**config.mk**
```make
export PLATFORM = sky130hd
export DESIGN_NAME = fetch_stage
export DESIGN_NICKNAME = d
export VERILOG_FILES = /design/src/rtl/fetch_stage.sv
export SDC_FILE = /design/constraint.sdc
export NUM_CORES = 1
export LEC_CHECK = 0
export ABC_AREA = 1
export BUFFER_PORTS_ARGS = -buffer_cell sky130_fd_sc_hd__buf_2
export CORE_ASPECT_RATIO = 1.1
export CORE_UTILIZATION = 54
export CTS_BUF_LIST = sky130_fd_sc_hd__clkbuf_2 sky130_fd_sc_hd__clkbuf_4 sky130_fd_sc_hd__clkbuf_8
export CTS_CLUSTER_DIAMETER = 80
export CTS_CLUSTER_SIZE = 14
export DETAILED_ROUTE_END_ITERATION = 10
export PLACE_DENSITY_LB_ADDON = 0.05
export SLEW_MARGIN = 20
export SYNTH_ARGS = -nofsm -noshare
export SYNTH_HDL_FRONTEND = slang
export SYNTH_SLANG_ARGS = --single-unit
```
**constraint.sdc**
```tcl
create_clock -name clk -period 2.1 [get_ports clk]
set_input_delay 0.42 -clock clk [delete_from_list [all_inputs] [get_ports clk]]
set_output_delay 0.42 -clock clk [all_outputs]
set_load 0.01 [all_outputs]
```
**src/rtl/fetch_stage.sv**
```systemverilog
// ---------------------------------------------------------------------------
// fetch_stage
//   Instruction-fetch stage plus the IF/ID pipeline register. Generates the
//   PC, keeps at most one instruction-memory request in flight, and presents
//   the fetched instruction with its PC to decode. A decode redirect squashes
//   the wrong-path fetch. A decode hazard holds IF/ID, and a one-entry skid
//   buffer catches the response that was already in flight.
//
// Parameters
//   RESET_PC       first fetch address after reset
//   NOP_INSTR      value shown on ifid_instr while ifid_valid is low
//
// Ports
//   clk            rising-edge clock
//   reset          synchronous, active-high
//   branch_taken   redirect request from decode
//   branch_target  redirect PC (bits [1:0] ignored)
//   hazard         decode stall, IF/ID must hold
//   imem_req       fetch request
//   imem_addr      fetch address, word aligned
//   imem_gnt       request accepted this cycle
//   imem_rvalid    read data valid
//   imem_rdata     instruction word
//   ifid_valid     IF/ID holds a valid instruction
//   ifid_pc        PC of ifid_instr
//   ifid_instr     instruction to decode (NOP_INSTR when not valid)
//   perf_fetch_cnt IF/ID loads       (only with FETCH_PERF_CNT_EN)
//   perf_flush_cnt redirect cycles   (only with FETCH_PERF_CNT_EN)
//
// Configuration macro
//   FETCH_PERF_CNT_EN  adds the two 32-bit performance counters and their ports
// ---------------------------------------------------------------------------
module fetch_stage #(
   parameter logic [31:0] RESET_PC  = 32'h0000_0000,
   parameter logic [31:0] NOP_INSTR = 32'h0000_0013
) (
   input  logic        clk,
   input  logic        reset,
   input  logic        branch_taken,
   input  logic [31:0] branch_target,
   input  logic        hazard,
   output logic        imem_req,
   output logic [31:0] imem_addr,
   input  logic        imem_gnt,
   input  logic        imem_rvalid,
   input  logic [31:0] imem_rdata,
   output logic        ifid_valid,
   output logic [31:0] ifid_pc,
   output logic [31:0] ifid_instr
`ifdef FETCH_PERF_CNT_EN
   ,
   output logic [31:0] perf_fetch_cnt,
   output logic [31:0] perf_flush_cnt
`endif
);

   typedef enum logic [1:0] {
      S_REQ  = 2'd0,
      S_WAIT = 2'd1,
      S_DROP = 2'd2
   } state_t;

   state_t      state;
   state_t      state_next;
   logic [31:0] pc;
   logic [31:0] resp_pc;
   logic [31:0] ifid_instr_q;
   logic        skid_valid;
   logic [31:0] skid_pc;
   logic [31:0] skid_instr;
   logic        req_accept;
   logic        deliver;
   logic        ifid_open;
   logic        ifid_load;
   logic        skid_write;
   logic        skid_drain;
   logic        unused_target_lsbs;

   // The two low target bits are dropped on purpose, because fetches are always word aligned.
   assign unused_target_lsbs = ^branch_target[1:0];

   // The PC advances as soon as a request is granted. While a response is
   // outstanding in S_WAIT, the returning word therefore belongs to pc-4.
   // A redirect always leaves S_WAIT, so this relation cannot go stale.
   assign req_accept = imem_req && imem_gnt;
   assign resp_pc    = pc - 32'd4;
   assign deliver    = (state == S_WAIT) && imem_rvalid && !branch_taken;

   // IF/ID can take a new word when it is empty or decode is consuming it.
   // The skid entry is always older than a same-cycle delivery, so it goes first.
   // A delivery that cannot go straight into IF/ID lands in the skid entry.
   // The skid cannot overflow because no new request is issued while it is full.
   assign ifid_open  = !ifid_valid || !hazard;
   assign ifid_load  = ifid_open && (skid_valid || deliver) && !branch_taken;
   assign skid_write = deliver && (skid_valid || !ifid_open);
   assign skid_drain = ifid_open && skid_valid;

   // The state register is the only place the FSM state is stored.
   always_ff @(posedge clk) begin
      if (reset) begin
         state <= S_REQ;
      end else begin
         state <= state_next;
      end
   end

   // Next-state logic. A redirect turns any request already in flight into a
   // drop, so its data is discarded when it returns. A redirect that arrives in
   // S_DROP together with the awaited rvalid still returns to S_REQ; otherwise
   // the stage would wait forever for a response that is never coming.
   always_comb begin
      state_next = state;
      case (state)
         S_REQ: begin
            if (req_accept) begin
               state_next = branch_taken ? S_DROP : S_WAIT;
            end
         end
         S_WAIT: begin
            if (imem_rvalid) begin
               state_next = S_REQ;
            end else if (branch_taken) begin
               state_next = S_DROP;
            end
         end
         S_DROP: begin
            if (imem_rvalid) begin
               state_next = S_REQ;
            end
         end
         default: state_next = S_REQ;
      endcase
   end

   // Outputs decoded from state. Requests pause while the skid entry is
   // occupied. The IF/ID word is replaced by a NOP whenever it is not valid.
   always_comb begin
      imem_req   = (state == S_REQ) && !skid_valid;
      imem_addr  = pc;
      ifid_instr = ifid_valid ? ifid_instr_q : NOP_INSTR;
   end

   // Program counter. A redirect overrides the normal +4 advance. The addition
   // wraps naturally at the top of the address space.
   always_ff @(posedge clk) begin
      if (reset) begin
         pc <= {RESET_PC[31:2], 2'b00};
      end else if (branch_taken) begin
         pc <= {branch_target[31:2], 2'b00};
      end else if (req_accept) begin
         pc <= pc + 32'd4;
      end
   end

   // IF/ID register and skid entry. A redirect empties both and also discards
   // any delivery in the same cycle. Otherwise IF/ID is refilled from the skid
   // entry or from memory, and it empties when decode consumes with nothing
   // left behind.
   always_ff @(posedge clk) begin
      if (reset) begin
         ifid_valid   <= 1'b0;
         ifid_pc      <= 32'd0;
         ifid_instr_q <= NOP_INSTR;
         skid_valid   <= 1'b0;
         skid_pc      <= 32'd0;
         skid_instr   <= 32'd0;
      end else if (branch_taken) begin
         ifid_valid <= 1'b0;
         skid_valid <= 1'b0;
      end else begin
         if (ifid_open) begin
            ifid_valid <= ifid_load;
         end
         if (ifid_load) begin
            ifid_pc      <= skid_valid ? skid_pc : resp_pc;
            ifid_instr_q <= skid_valid ? skid_instr : imem_rdata;
         end
         if (skid_write) begin
            skid_valid <= 1'b1;
            skid_pc    <= resp_pc;
            skid_instr <= imem_rdata;
         end else if (skid_drain) begin
            skid_valid <= 1'b0;
         end
      end
   end

`ifdef FETCH_PERF_CNT_EN
   // Performance counters. One counts every IF/ID load, whether it comes from
   // memory or from the skid entry. The other counts every redirect cycle.
   // Both wrap at 2^32.
   always_ff @(posedge clk) begin
      if (reset) begin
         perf_fetch_cnt <= 32'd0;
         perf_flush_cnt <= 32'd0;
      end else begin
         if (ifid_load) begin
            perf_fetch_cnt <= perf_fetch_cnt + 32'd1;
         end
         if (branch_taken) begin
            perf_flush_cnt <= perf_flush_cnt + 32'd1;
         end
      end
   end
`endif

endmodule

```
==> flow_summary.ini <==
[run_status]
outcome = complete, no violations

[route]
vias = 8392
antenna_left = 0
dr.pass1.iters = 6
routed_wl_um = 23300
drt-initial-drc-count = 589
routedWlPerCell_um = 14.4
avgViaCountPerCell = 5.20
drcViolationCount = 0

[logic_synthesis]
synth_area_per_cell_sq_um = 6.41
ys_top_cells_by_count = nand2_1, nor2_1, dfxtp_1
synth-simple-area-share_pct = 30.9
yosysMostFrequentCell = nand2_1
synthXorXnorAreaFrac_pct = 2.56
seq_area_frac_synth_pct = 38.5
synth_mux_area_share_pct = 0
synth_compound_area_share_pct = 18.2
synth-adder-area-share_pct = 0.304
synth_top_family_by_area = simple AND/OR/NAND/NOR gates
synth_warnings = 0
synth-main-ff-cell = dfxtp_1
post_synth_main_area_contributors = dfxtp_1, nand2_1, nor2_1
post_synth_num_cell_types = 37
synth_seq_cells = 158
yosysTopAreaCell = dfxtp_1
netlist_area_sq_um = 8220
synth_edf_count = 0
async_flop_share_pct = 0
netlist.area_leader.share_pct = 38.5
synth_cells = 1282

[global_routing]
gr-usage-all-layers_pct = 30.2
grt_pass1_wl_um = 37800
antenna_found_initial = 0
grt_overflow = 0
grt_pass1_vias = 7455
grt_max_degree = 89

[worst_setup_path]
worstPathCellList = ha_1, nand3_1, nor2_1, nand2_1, nand2_1, nand2_1, a21oi_1, nor2_1
startpoint_type = flop
cp_slowest_cell = dfxtp_1
worstSetupEndpointType = flop
crit_fanout = 6
worst-r2r-cell-count = 8
cp_common_cell = nand2_1
endpoint = imem_addr[24]
worstPathRequired_ns = 2.42
critPathMaxStageDelay_ns = 0.46
rrSetupSlack_ns = 0.23
startpoint = imem_addr[2]
path_depth = 8
critical_path.top_delay_family = simple AND/OR/NAND/NOR gates
critPathBufInv = 0
r2r_start = imem_addr[2]
r2r_end = imem_addr[24]
worst-setup-path-type = flop to flop
crit_arrival_ns = 2.18

[sta]
period_share_pct = 89.0
post-route-min-period_ns = 1.87
maxSlewViolCount = 0
hold_viol = 0
rsz0062_at_grt = false
maxSlewHeadroom_pct = 52.0
skew_ns = 0.0196
setup_viol = 0
worstMarginPinSlew_ns = 0.720
clock.fmax_mhz = 535
fin_setup_tns_ns = 0
timing.final.ws_setup_ns = 0.232

[placed_design]
place.gp.congestion = 0.965
placed_area_sq_um = 9130
io_buffers = 161
dp_hpwl_um = 15800
placedCellCount = 1585
dp_slack_ns = 0.330

[clock_tree]
cts_setup_buffers = 0
clk_pin_slew_ns = 0.09
clkSinkCount = 158
htree_levels = 4
insertion_delay_ns = 0.45
ctsResizeCount = 0
cts_tree = yes
cts_buffers = 17
cts_hold_buffers = 0
clockBufferDepth = 2
cts-root-buf = clkbuf_8

[pwr]
p_leak_nw = 4.84
ir_drop_mv = 0.361
powerDensity_nw_per_um2 = 673

[die]
core-area_sq_um = 14600
die_area_sq_um = 15700
fp.dieW_um = 120
num_rows = 46
die_y_um = 131
ios = 168
start_util_pct = 56.2

[layout]
diodes = 0
layout-drive-gt1-share_pct = 17.9
fill_cells = 1398
finalNonFillerCells = 1615
stdcell_area_sq_um = 9550
syn2layout_area_growth_pct = 16.1
final_core_util_pct = 65.3
num-nets-final = 1484
seq_area_sq_um = 3160
multiInputGateArea_sq_um = 4290

[min_path]
hold_class = primary input to flop

[flow_run]
maxCapViolCount = 0
## flip-flops by register name, summed over array words and instances, names as in the netlist
signal        flops
ifid_instr_q     32
ifid_pc          30
ifid_valid        1
imem_addr        30
skid_instr       32
skid_pc          30
skid_valid        1
state             2
## worst reg2reg max path, stage by stage, from the launching register on
cell,delay [ns]
dfxtp_1,0.46
ha_1,0.21
nand3_1,0.23
nor2_1,0.44
nand2_1,0.10
nand2_1,0.07
nand2_1,0.05
a21oi_1,0.12
nor2_1,0.05
## kinds of logic after synthesis
group,count (synthesis)
and+or+nand+nor,630
AOI/OAI and AO/OA,282
buffers and inverters,185
DFF,158
xor gates and xnor gates,24
adders and majority gates,2
other,1
## through the flow
stage               hold slack, ns  total power, mW
global route                 0.194             6.71
floorplan                    0.444             3.79
finish                       0.182             6.43
CTS                          0.159             6.46
global placement             0.455             4.10
detailed placement           0.465             4.10
## cell usage in the layout, fill, tap and decap left out, drive strengths merged, types with 2 or more instances in the layout
master,netlist,layout
o311ai,3,3
clkinvlp,0,2
a21oi,82,82
nand4,5,5
inv,108,109
o21ai,152,152
xor2,22,22
a21o,3,3
clkinv,0,3
dfxtp,158,158
nand3,36,36
buf,43,185
ha,2,2
nor2,251,251
nand2,334,334
clkbuf,34,21
conb,1,4
a31oi,37,37
o211ai,2,2
bufinv,0,3
or2,2,2
xnor2,2,2
## how the worst min path moves through the flow
stage,slack (ns),endpoint,cells after the start,startpoint
2_1_floorplan,0.44,ifid_instr_q[0],2,ifid_instr_q[0]
3_3_place_gp,0.45,ifid_instr_q[31],2,skid_instr[31]
3_5_place_dp,0.46,ifid_pc[4],2,skid_pc[4]
4_1_cts,0.16,imem_addr[5],3,branch_target[5]
5_1_grt,0.19,skid_instr[22],3,imem_rdata[22]
6_report,0.18,imem_addr[5],3,branch_target[5]
## final cells by class
type,instances,area share (%)
clock buffer,21,2.90
clock inverter,9,1.43
inverter,108,4.25
multi-input combinational,942,44.9
sequential,158,33.1
tap,192,2.52
timing repair buffer,185,10.9
## power by group
group,internal (mW),leakage (nW),switching [mW]
combinational,0.300,3.36,0.571
sequential,3.07,1.28,0.105
clock,1.26,0.205,1.13
## layer usage
metal  up-vias  track usage (%)  wire [um]
li1       4335                -          -
met1      3707             39.7      10200
met2       312             49.0      11000
met3        38             4.73       1450
met4         0             12.4        679
met5         -                0          0
(Power assumes the default switching activity.)
